File: config.mk
export PLATFORM = sky130hd
export DESIGN_NAME = ball_frame_scanner
export DESIGN_NICKNAME = d
export VERILOG_FILES = /design/src/rtl/lcd_pkg.sv /design/src/rtl/raster_counter.sv /design/src/rtl/ball_frame_scanner.sv
export SDC_FILE = /design/constraint.sdc
export NUM_CORES = 1
export LEC_CHECK = 0
export ABC_AREA = 1
export CAP_MARGIN = 10
export CORE_MARGIN = 3
export CORE_UTILIZATION = 46
export CTS_CLUSTER_DIAMETER = 200
export DETAILED_ROUTE_END_ITERATION = 16
export GPL_TIMING_DRIVEN = 0
export PLACE_DENSITY = 0.83
export SYNTH_ARGS = -nofsm -noshare
export SYNTH_HDL_FRONTEND = slang
export SYNTH_HIERARCHICAL = 1
export SYNTH_SLANG_ARGS = --single-unit
File: constraint.sdc
create_clock -name clk -period 1.7 [get_ports clk]
set_input_delay 0.34 -clock clk [delete_from_list [all_inputs] [get_ports clk]]
set_output_delay 0.34 -clock clk [all_outputs]
set_load 0.005 [all_outputs]
File: src/rtl/lcd_pkg.sv
// Shared LCD geometry, pixel type and colour constants for the ball display path.
package lcd_pkg;
  localparam int LCD_H_RES = 320;
  localparam int LCD_V_RES = 240;

  typedef logic [15:0] rgb565_t;

  localparam rgb565_t COLOR_WHITE = 16'hFFFF;
  localparam rgb565_t COLOR_BLUE  = 16'h001F;
endpackage

File: src/rtl/raster_counter.sv
// Column/line counter for a raster scan; steps one pixel per advance, wraps at frame end.
// Position updates on the edge after advance; holds otherwise.
module raster_counter
  import lcd_pkg::*;
#(
  parameter int H_RES = LCD_H_RES,
  parameter int V_RES = LCD_V_RES
) (
  input  logic       clk,
  input  logic       rstN,
  input  logic       advance,
  output logic [8:0] x,
  output logic [7:0] y,
  output logic       atLineEnd,
  output logic       atFrameEnd
);

  logic [8:0] r_x;
  logic [7:0] r_y;

  assign atLineEnd  = (r_x == 9'(H_RES - 1));
  assign atFrameEnd = atLineEnd && (r_y == 8'(V_RES - 1));
  assign x          = r_x;
  assign y          = r_y;

  always_ff @(posedge clk or negedge rstN) begin
    if (!rstN) begin
      r_x <= '0;
      r_y <= '0;
    end else if (advance) begin
      if (atLineEnd) begin
        r_x <= '0;
        r_y <= atFrameEnd ? '0 : r_y + 8'd1;
      end else begin
        r_x <= r_x + 9'd1;
      end
    end
  end

endmodule

File: src/rtl/ball_frame_scanner.sv
// Walks the frame, queries the renderer and streams one RGB565 pixel per coordinate (1-cycle latency).
// Output register holds under backpressure; accept and re-issue overlap for 1 pixel/cycle.
module ball_frame_scanner
  import lcd_pkg::*;
#(
  parameter int      H_RES     = LCD_H_RES,
  parameter int      V_RES     = LCD_V_RES,
  parameter int      FRAME_DIV = 1,
  parameter rgb565_t FG_COLOR  = COLOR_WHITE,
  parameter rgb565_t BG_COLOR  = COLOR_BLUE
) (
  input  logic       clk,
  input  logic       rstN,
  input  logic       enable,
  output logic [8:0] checkX,
  output logic [7:0] checkY,
  input  logic       isSet,
  output rgb565_t    pixelData,
  output logic       pixelValid,
  input  logic       pixelReady,
  output logic       frameStart,
  output logic       lineEnd,
  output logic       physicsClk
);

  localparam int             FCW     = $clog2(FRAME_DIV + 1);
  localparam logic [FCW-1:0] FC_LAST = FCW'(FRAME_DIV - 1);

  logic           w_issue;
  logic [8:0]     w_x;
  logic [7:0]     w_y;
  logic           w_atLineEnd;
  logic           w_atFrameEnd;
  logic           w_frameDone;
  logic           w_divWrap;

  rgb565_t        r_pixelData;
  logic           r_pixelValid;
  logic           r_frameStart;
  logic           r_lineEnd;
  logic           r_physicsClk;
  logic [FCW-1:0] r_frameCnt;

  // A new pixel may enter the output register when it is empty or draining this cycle.
  assign w_issue     = enable && (!r_pixelValid || pixelReady);
  assign w_frameDone = w_issue && w_atFrameEnd;
  assign w_divWrap   = (r_frameCnt == FC_LAST);

  raster_counter #(
    .H_RES(H_RES),
    .V_RES(V_RES)
  ) u_raster (
    .clk       (clk),
    .rstN      (rstN),
    .advance   (w_issue),
    .x         (w_x),
    .y         (w_y),
    .atLineEnd (w_atLineEnd),
    .atFrameEnd(w_atFrameEnd)
  );

  always_ff @(posedge clk or negedge rstN) begin
    if (!rstN) begin
      r_pixelData  <= '0;
      r_pixelValid <= 1'b0;
      r_frameStart <= 1'b0;
      r_lineEnd    <= 1'b0;
    end else if (w_issue) begin
      r_pixelData  <= isSet ? FG_COLOR : BG_COLOR;
      r_pixelValid <= 1'b1;
      r_frameStart <= (w_x == 9'd0) && (w_y == 8'd0);
      r_lineEnd    <= w_atLineEnd;
    end else if (pixelReady) begin
      r_pixelValid <= 1'b0;
    end
  end

  // The pulse lands right after the last pixel issues, so the renderer moves between frames.
  always_ff @(posedge clk or negedge rstN) begin
    if (!rstN) begin
      r_frameCnt   <= '0;
      r_physicsClk <= 1'b0;
    end else begin
      r_physicsClk <= w_frameDone && w_divWrap;
      if (w_frameDone) begin
        r_frameCnt <= w_divWrap ? '0 : r_frameCnt + FCW'(1);
      end
    end
  end

  assign checkX     = w_x;
  assign checkY     = w_y;
  assign pixelData  = r_pixelData;
  assign pixelValid = r_pixelValid;
  assign frameStart = r_frameStart;
  assign lineEnd    = r_lineEnd;
  assign physicsClk = r_physicsClk;

endmodule

==> results.sh <==
export IMPL_outcome="finished clean"
export IMPL_cp_max_fo=6
export IMPL_ctsLongestPathBuffers=2
export IMPL_drv_cap=0
export IMPL_insertion_delay_ns=0.30
export IMPL_rsz0062_at_grt="true"
export IMPL_cts_root_buf="clkbuf_4"
export IMPL_drc=0
export IMPL_die_x_um=61.0
export IMPL_p_int_mw=1.05
export IMPL_swShare=0.332
export IMPL_dieArea_um2=3720
export IMPL_holdWs_ns=0.507
export IMPL_netlist_instances=188
export IMPL_synthMuxAreaShare=0
export IMPL_yosys_warnings=6
export IMPL_worstHoldStart="frameStart"
export IMPL_r2r_slack_ns=0.19
export IMPL_critPathKind="flop to primary output"
export IMPL_dieHeight_um=61.0
export IMPL_drive_above_1_share=0.222
export IMPL_synth_top_family_by_area="simple AND/OR/NAND/NOR gates"
export IMPL_htree_levels=1
export IMPL_hold_class="flop to flop"
export IMPL_max_freq_mhz=603
export IMPL_synth_edf_count=0
export IMPL_ys_seq_elements=23
export IMPL_io_buffers=41
export IMPL_drtIter0Drc=33
export IMPL_finish_utilization=0.675
export IMPL_syn_nets=195
export IMPL_synth_cell_type_count=24
export IMPL_cp_arrival_ns=1.32
export IMPL_synth_fa_ha_area_frac=0.0180
export IMPL_cts_clk_slew_worst_paths_ns=0.12
export IMPL_clock_skew_ns=0.00200
export IMPL_fillCellCount=242
export IMPL_r2r_cells=9
export IMPL_ys_flop_type="dfrtp_1"
export IMPL_startpoint_type="flop"
export IMPL_ir_drop_mv=0.425
export IMPL_seq_area_frac_synth=0.414
export IMPL_pwr_share_comb=0.368
export IMPL_wl_mm=3.04
export IMPL_n_antenna_cell=0
export IMPL_crit_required_ns=1.36
export IMPL_grt_pass1_vias=1145
export IMPL_finalCritPeriodShare=0.976
export IMPL_synth_top_area_share=0.414
export IMPL_via_per_inst=4.64
export IMPL_drt_first_pass_iters=4
export IMPL_synth_avg_cell_area_um2=7.39
export IMPL_flow_area_growth_from_synthesis_pct=37.4
export IMPL_core_um2=2830
export IMPL_nets=247
export IMPL_grt_pass1_wl_mm=4.87
export IMPL_synth_top_cells_by_count="nand2_1, dfrtp_1, inv_1"
export IMPL_synthArstFlopShare=1.00
export IMPL_via_count=1253
export IMPL_power_leakage_nw=0.988
export IMPL_r2r_start="u_raster/x[1]"
export IMPL_antenna_found_initial=0
export IMPL_fin_crit_ns=1.66
export IMPL_synth_compound_area_share=0.0135
export IMPL_cts_tree="yes"
export IMPL_yosys_area_top_type="dfrtp_1"
export IMPL_synth_most_common_cell="nand2_1"
export IMPL_grt_max_degree=24
export IMPL_max_slew_margin=0.327
export IMPL_switchingPower_uw=522
export IMPL_syn_area_um2=1390
export IMPL_hpwl_mm=2.15
export IMPL_synthTopCellsByArea="dfrtp_1, nand2_1, buf_4, inv_1, nor2_1"
export IMPL_pin_count=42
export IMPL_p_seq_frac=0.474
export IMPL_p_per_area_nw_per_um2=822
export IMPL_drv_slew=0
export IMPL_pwr_share_clk=0.158
export IMPL_tightest_slew_ns=1.01
export IMPL_clock_sinks=23
export IMPL_overflow=0
export IMPL_gp_congestion=0.855
export IMPL_cts_hold_buf=0
export IMPL_track_usage=0.174
export IMPL_worstReg2RegEnd="u_raster/y[4]"
export IMPL_critPathCapture="pixelData[5]"
export IMPL_stdcell_area_um2=1910
export IMPL_worstSetupEndpointType="primary output"
export IMPL_yosys_area_share_xor_xnor=0.0315
export IMPL_wl_per_cell_um=11.3
export IMPL_setup_viol=0
export IMPL_postRouteAntennaNets=0
export IMPL_placementRows=19
export IMPL_cts_made_buffers=3
export IMPL_finalHoldViolations=0
export IMPL_place_area_um2=1840
export IMPL_synth_simple_area_share=0.357
export IMPL_start_util=0.491
export IMPL_crit_path_start="pixelData[14]"
critical path: stages, from the launching register on:
cell and delay [ns]:
dfrtp_2 0.42, buf_4 0.15, clkdlybuf4s50_1 0.44
power by group through the flow:
stage / sequential, mW / combinational (mW) / clock (mW)
3_5_place_dp: 0.758 / 0.565 / 0
5_1_grt: 0.758 / 0.650 / 0.287
4_1_cts: 0.740 / 0.575 / 0.266
2_1_floorplan: 0.742 / 0.270 / 0
3_3_place_gp: 0.755 / 0.546 / 0
6_report: 0.744 / 0.577 / 0.248
registers in the layout (all words and copies together), names as in the netlist:
signal	cells
physicsClk	1
frameStart	1
u_raster/x	9
u_raster/y	8
pixelData	2
lineEnd	1
pixelValid	1
cells in the final DEF (no fill, tap or decap):
cell type         n
ha_1              2
nor3_4            1
clkdlybuf4s50_1  27
clkbuf_4          3
or2_1             1
inv_1            23
nand3b_1          1
nand2_1          66
nor2_4            1
nand3_2           3
buf_6             1
dlygate4sd2_1     5
o21ai_2           1
dlymetal6s2s_1    3
buf_4            26
or2_0             1
nand4_1           3
o21ai_0           2
nand2_2           2
dfrtp_2           7
nor2_1           22
nor2_2            2
dfrtp_1          16
inv_6             1
xor2_1            4
xnor2_1           1
inv_2             3
clkbuf_2          1
nand3_1           8
nand2_4           1
clkbuf_1          1
repair_timing:
item,CTS,global route
endpoints found under the setup margin,15,13
setup buffers,6,0
resized for setup,18,14
cell type report:
type                    count  area [um^2]  area share
inverters                  27          106      0.0557
repair buffers             47          439       0.230
multi-input cells         122          591       0.309
flip-flops and latches     23          584       0.306
well taps                  31         38.8      0.0203
clock buffers               4         26.3      0.0138
plain buffers              16          124      0.0649
how the worst min path moves through the flow:
stage	end	slack [ns]	cells past startpoint
after global routing	lineEnd	0.53	2
after floorplan	frameStart	0.04	0
after CTS	lineEnd	0.52	2
after global placement	lineEnd	0.46	2
after detailed placement	lineEnd	0.49	2
final	frameStart	0.51	2
through the flow:
| step | total power, mW | instances | TNS (ns) | worst slack, ns |
|---|---|---|---|---|
| 2_1_floorplan | 1.01 | 188 | 0 | 0.365 |
| 3_3_place_gp | 1.30 | 260 | -0.367 | -0.200 |
| 3_5_place_dp | 1.32 | 260 | -0.364 | -0.196 |
| 4_1_cts | 1.58 | 270 | 0 | 0.000515 |
| 5_1_grt | 1.69 | 270 | -0.0250 | -0.0202 |
| 6_report | 1.57 | 270 | 0 | 0.0409 |
per-layer routing:
metal	up-vias	track usage	routed length, um
met5	-	0	0
met4	0	0.0619	14
met3	2	0.0234	179
met2	44	0.292	1460
met1	553	0.229	1390
li1	654	-	-
cells by family after synthesis:
| family | count (synthesis) |
|---|---|
| xor gates and xnor gates | 5 |
| and+or+nand+nor | 112 |
| AOI/OAI and AO/OA | 3 |
| adders and majority gates | 2 |
| buffers and inverters | 43 |
| DFF | 23 |
Note: power is estimated with default switching activity, not from simulation.
